--- src/rtl/pattern_detector_pkg.sv ---
// pattern_detector_pkg
//   Shared defaults and encodings for pattern_detector_param.
//   PAT_W_DEF     : default pattern length in bits
//   CNT_W_DEF     : default match counter width
//   RESET_PAT_DEF : pattern loaded at reset (4'b1010, zero-extended)
//   OVL_ON/OFF    : encoding of the overlap_en input
package pattern_detector_pkg;

  localparam int          PAT_W_DEF     = 4;
  localparam int          CNT_W_DEF     = 8;
  localparam logic [31:0] RESET_PAT_DEF = 32'b1010;

  localparam logic OVL_ON  = 1'b1;  // matches may share bits
  localparam logic OVL_OFF = 1'b0;  // each match needs PAT_W fresh bits

endpackage

--- src/rtl/sat_counter.sv ---
// sat_counter
//   Saturating up-counter with synchronous clear.
//   Ports:
//     clk     : rising-edge clock
//     i_clear : synchronous clear, wins over i_inc
//     i_inc   : increment by one unless already at all-ones
//     o_count : current count
module sat_counter #(
  parameter int CNT_W = 8
) (
  input  logic             clk,
  input  logic             i_clear,
  input  logic             i_inc,
  output logic [CNT_W-1:0] o_count
);

  logic [CNT_W-1:0] r_count;

  always_ff @(posedge clk) begin
    if (i_clear)
      r_count <= '0;
    else if (i_inc && (r_count != {CNT_W{1'b1}}))
      r_count <= r_count + CNT_W'(1);
  end

  assign o_count = r_count;

endmodule

--- src/rtl/pattern_detector_param.sv ---
// pattern_detector_param
//   Serial pattern detector with runtime-loadable pattern and selectable
//   overlapping / non-overlapping detection. One-cycle registered match pulse.
//   Optional feature macro: PATTERN_DETECTOR_MATCH_COUNT_EN adds the
//   saturating match_count output.
//   Ports:
//     clk         : rising-edge clock
//     reset       : synchronous active-high reset (highest priority)
//     in_valid    : in_bit is accepted this cycle
//     in_bit      : serial data, pattern MSB first
//     overlap_en  : 1 = overlapping, 0 = non-overlapping detection
//     pat_load    : load pat_in, clear progress (beats in_valid)
//     pat_in      : new pattern value
//     out         : registered match pulse
//     match_count : saturating count of out pulses (macro only)
module pattern_detector_param
  import pattern_detector_pkg::*;
#(
  parameter int               PAT_W     = PAT_W_DEF,
  parameter logic [PAT_W-1:0] RESET_PAT = PAT_W'(RESET_PAT_DEF),
  parameter int               CNT_W     = CNT_W_DEF
) (
  input  logic             clk,
  input  logic             reset,
  input  logic             in_valid,
  input  logic             in_bit,
  input  logic             overlap_en,
  input  logic             pat_load,
  input  logic [PAT_W-1:0] pat_in,
  output logic             out
`ifdef PATTERN_DETECTOR_MATCH_COUNT_EN
  ,
  output logic [CNT_W-1:0] match_count
`endif
);

  localparam int               FILL_W   = $clog2(PAT_W);
  localparam logic [FILL_W-1:0] FILL_MAX = FILL_W'(PAT_W - 1);

  // The window only keeps the PAT_W-1 most recent bits: the match compares
  // them together with the incoming bit, so the oldest bit of a full
  // PAT_W window would never be read.
  logic [PAT_W-2:0]  r_win;
  logic [PAT_W-1:0]  r_pat;
  logic [FILL_W-1:0] r_fill;
  logic              r_out;

  logic [PAT_W-1:0]  w_cand;
  logic              w_match;

  assign w_cand  = {r_win, in_bit};
  assign w_match = in_valid && !pat_load && (r_fill == FILL_MAX) &&
                   (w_cand == r_pat);

  always_ff @(posedge clk) begin
    if (reset) begin
      r_pat  <= RESET_PAT;
      r_win  <= '0;
      r_fill <= '0;
      r_out  <= 1'b0;
    end else begin
      r_out <= w_match;
      if (pat_load) begin
        // the bit presented alongside a load is dropped
        r_pat  <= pat_in;
        r_win  <= '0;
        r_fill <= '0;
      end else if (in_valid) begin
        r_win <= w_cand[PAT_W-2:0];
        // overlap_en only matters on a match: it decides whether the
        // matched bits may seed the next detection
        if (w_match && (overlap_en == OVL_OFF))
          r_fill <= '0;
        else if (r_fill != FILL_MAX)
          r_fill <= r_fill + FILL_W'(1);
      end
    end
  end

  assign out = r_out;

`ifdef PATTERN_DETECTOR_MATCH_COUNT_EN
  logic w_cnt_clear;
  assign w_cnt_clear = reset || pat_load;

  sat_counter #(.CNT_W(CNT_W)) u_match_cnt (
    .clk     (clk),
    .i_clear (w_cnt_clear),
    .i_inc   (r_out),
    .o_count (match_count)
  );
`endif

endmodule

--- config.mk ---
export PLATFORM = sky130hd
export DESIGN_NAME = pattern_detector_param
export DESIGN_NICKNAME = d
export VERILOG_FILES = /design/src/rtl/pattern_detector_pkg.sv /design/src/rtl/sat_counter.sv /design/src/rtl/pattern_detector_param.sv
export SDC_FILE = /design/constraint.sdc
export NUM_CORES = 1
export LEC_CHECK = 0
export CAP_MARGIN = 10
export CORE_AREA = 2 2 39 41
export DETAILED_ROUTE_END_ITERATION = 7
export DIE_AREA = 0 0 41 43
export PLACE_DENSITY_LB_ADDON = 0.3
export SLEW_MARGIN = 10
export SYNTH_ARGS = -nofsm -noshare
export SYNTH_HDL_FRONTEND = slang
export SYNTH_HIERARCHICAL = 1
export SYNTH_SLANG_ARGS = --single-unit
export TNS_END_PERCENT = 20
--- constraint.sdc ---
create_clock -name clk -period 1 [get_ports clk]
set_input_delay 0.1 -clock clk [delete_from_list [all_inputs] [get_ports clk]]
set_output_delay 0.1 -clock clk [all_outputs]
set_load 0.01 [all_outputs]
==> implementation parameters <==
Parameter                              Value

Pwr
  Standby leakage power ... 0.294 nW
  Overall power ... 0.000844 W
  Total power density per cell area ... 1240 nW/um^2
  Sw Ratio ... 0.241
  Combinational share of power ... 0.170
  Reported net switching power ... 0.000203 W
  VDD IR max ... 0.755 mV
  Share of total power in sequential cells ... 0.505
  Internal Power ... 0.000641 W
  Clock network fraction of total power ... 0.326

Synth
  Synth Register Bits ... 10
  Synth top area share ... 0.436
  Post-synthesis instance area ... 459 sq um
  Nets in the synthesized netlist ... 58
  Register area share after synthesis ... 0.436
  Number of warnings printed during yosys synthesis ... 6
  Mapped Cells ... 47
  Post-synth top area cell ... sky130_fd_sc_hd__dfxtp_1
  Count of cell types in the netlist ... 17
  Dominant cells by area after synthesis ... sky130_fd_sc_hd__dfxtp_1 44%, sky130_fd_sc_hd__mux2i_1 11%, sky130_fd_sc_hd__xnor2_1 7.6%
  Syn_area_per_cell ... 9.77 sq um

Global route
  Initial antenna violation count ... 0
  Wire length of the first global-routing pass ... 1.49 mm
  Global-route usage over all layers ... 0.134
  Final global-route overflow total ... 0
  Largest net degree at the start of global routing ... 9
  Number of global-route vias before repair ... 352

Setup path
  Nature of the critical path startpoint ... flop
  Critical Path AT ... 1.31 ns
  R2r startpoint ... r_win[0]
  CP top delay family ... compound AO/OA/AOI/OAI gates
  Chain of cells forming the critical path ... xnor2_1 > nand3_2 > o32a_1 > nand2_1
  Required time reported for the critical path endpoint ... 1.21 ns
  Cell with the largest stage delay on the worst path ... sky130_fd_sc_hd__o32a_1
  Crit path buffers/inverters ... 0
  Sort of element at the end of the critical path ... flop
  Worst R2R Path Depth ... 4
  WS Path Type ... reg2reg
  Largest incremental delay on the critical path ... 0.36 ns
  Reg2Reg Setup Slack ... -0.1 ns
  Crit-path max FO ... 4
  Capturing point of the worst reg2reg path ... r_fill[1]

Finish
  Final nets ... 79
  Layout overhead on the synthesized area ... 48.5%
  Fraction of final layout cells with drive strength greater than 1 ... 0.318
  Number of inserted diodes ... 0
  Most frequent standard cell in the layout excluding fill and tap cells ... sky130_fd_sc_hd__buf_4
  Commonest cells after routing, fill and taps aside ... 9 x sky130_fd_sc_hd__buf_4, 8 x sky130_fd_sc_hd__clkdlybuf4s50_1, 6 x sky130_fd_sc_hd__dfxtp_1
  Post-Layout Cell Count ... 82
  Util after Layout ... 0.493

Placement
  Placed Instances ... 79
  Routability-driven placement congestion ratio ... 0.854
  Post-Place Setup Slack ... -0.299 ns
  Placed wire-length estimate ... 690 um
  Count of port buffers added during placement ... 10

Routing
  Average vias per placed instance ... 4.96
  Routed vias ... 407
  Antenna violation net count after detailed routing ... 0
  Drt drc ... 0
  Detailed-route wire length per cell ... 11.5 um
  Drt total wl ... 939 um
  Count of TritonRoute iterations in the first routing pass ... 4
  Initial DRC Count ... 12

Timing
  Setup TNS ... -0.163 ns
  Worst-margin pin slew ... 0.277 ns
  Part of the cycle the worst path needs ... 1.10
  Unrepaired setup endpoints after global routing ... yes
  Worst slew margin relative to its limit ... 0.815
  Setup violations, final ... 2
  Shortest period the worst path allows ... 1.10 ns
  Number of hold violations in the final report ... 0
  Final setup margin ... -0.0993 ns
  Max-slew violation count ... 0
  Final clock skew ... 0.00285 ns
  Peak Freq ... 910 MHz

Floorplanning
  Area of the core region ... 1380 sq um
  Horizontal die dimension ... 41 um
  Row cnt ... 14
  Height of the chip ... 43 um
  Initial core utilization ... 0.332
  Die Outline Area ... 1760 sq um
  Ports ... 11

Run status
  Failing checks ... setup timing
  Status ... complete, but fails checks

Hold path
  Origin of the worst min-delay path ... in_valid
  Worst Hold Path EP ... r_win[1]
  Path class of the lowest-slack min-delay path ... in2reg
  Worst hold path depth ... 3

Clock tree
  Clk Tree Root Cell ... sky130_fd_sc_hd__clkbuf_4
  Clock latency on the worst-skew pair ... 0.26 ns
  Register clock-pin slew on the reported worst setup and hold paths ... 0.06 ns
  Number of clock sinks ... 10
  H-Tree Level Count ... 1
  Clock buffers created by TritonCTS ... 3
  Maximum clock insertion buffer count ... 2
  Buffers inserted during post-CTS setup optimization ... 0
  CTS tree ... yes

Flow run
  Max_cap viols ... 0
-- power groups by stage --
stage	Clock (W)	Combinational, W	Sequential, W
after floorplan	0	0.0000672	0.000430
after global placement	0	0.000134	0.000431
after detailed placement	0	0.000133	0.000431
after CTS	0.000282	0.000137	0.000423
after global routing	0.000303	0.000156	0.000427
final	0.000275	0.000143	0.000426
-- worst register-to-register path, cell delays in order, from the launching register on --
cell	delay, ns
sky130_fd_sc_hd__dfxtp_2	0.32
sky130_fd_sc_hd__xnor2_1	0.17
sky130_fd_sc_hd__nand3_2	0.14
sky130_fd_sc_hd__o32a_1	0.36
sky130_fd_sc_hd__nand2_1	0.06
-- worst max-delay path by stage --
stage           endpoint       from  depth (start not counted)  slack (ns)
4_1_cts        r_fill[1]  r_fill[1]                          4       -0.12
6_report       r_fill[1]   r_win[0]                          4        -0.1
3_5_place_dp   r_fill[1]     in_bit                          5       -0.30
3_3_place_gp   r_fill[1]     in_bit                          5       -0.33
5_1_grt        r_fill[1]   r_pat[2]                          4       -0.17
2_1_floorplan  r_fill[1]   r_win[0]                          4       -0.04
-- per-layer routing --
layer  up-vias  global-route usage  wire [um]
met5         -                   0          0
li1        207                   -          -
met4         0               0.120         34
met2        16               0.178        419
met1       180               0.161        434
met3         4              0.0471         52
-- synth_stat cells --
library cell / n
sky130_fd_sc_hd__xnor2_1: 4
sky130_fd_sc_hd__dfxtp_1: 10
sky130_fd_sc_hd__o32a_1: 1
sky130_fd_sc_hd__ha_1: 1
sky130_fd_sc_hd__o41ai_1: 1
sky130_fd_sc_hd__nor3_1: 4
sky130_fd_sc_hd__nor2_2: 1
sky130_fd_sc_hd__buf_2: 2
sky130_fd_sc_hd__nand2b_1: 1
sky130_fd_sc_hd__a211o_1: 2
sky130_fd_sc_hd__nor2_1: 3
sky130_fd_sc_hd__o2111ai_1: 2
sky130_fd_sc_hd__buf_6: 1
sky130_fd_sc_hd__mux2i_1: 5
sky130_fd_sc_hd__nor2b_1: 2
sky130_fd_sc_hd__nand2_1: 4
sky130_fd_sc_hd__nand3_1: 3
-- stage by stage --
| stage | hold slack (ns) | cell area (sq um) |
|---|---|---|
| after floorplan | 0.222 | 460 |
| final | 0.313 | 682 |
| after CTS | 0.423 | 654 |
| after global routing | 0.338 | 682 |
| after global placement | 0.483 | 627 |
| after detailed placement | 0.468 | 627 |
-- kinds of logic (layout without fill, tap and decap cells) --
kind of cell | Yosys count | count (layout) | share of synthesized area
AOI/OAI and AO/OA | 6 | 6 | 0.117
xor gates and xnor gates | 4 | 4 | 0.0763
adders and majority gates | 1 | 1 | 0.0272
buffers and inverters | 3 | 22 | 0.0463
DFF | 10 | 10 | 0.436
muxes | 5 | 5 | 0.109
and+or+nand+nor | 18 | 18 | 0.188
-- final cells by class --
class                           instances  area [sq um]
Clock buffer                            3          22.5
Fill cell                             126           702
Multi-Input combinational cell         34           265
Sequential cell                        10           205
Tap cell                               16          20.0
Timing Repair Buffer                   19           169
-- state kept, by name (all words and copies together), names as in the netlist --
register / flops
out: 1
r_fill: 2
r_pat: 4
r_win: 3
-- repair_timing --
action | CTS | global route
resized for setup | 3 | 6
hold buffers | 0 | 0
pin swaps | 4 | 2
endpoints found under the setup margin | 3 | 4
(Power assumes the default switching activity.)
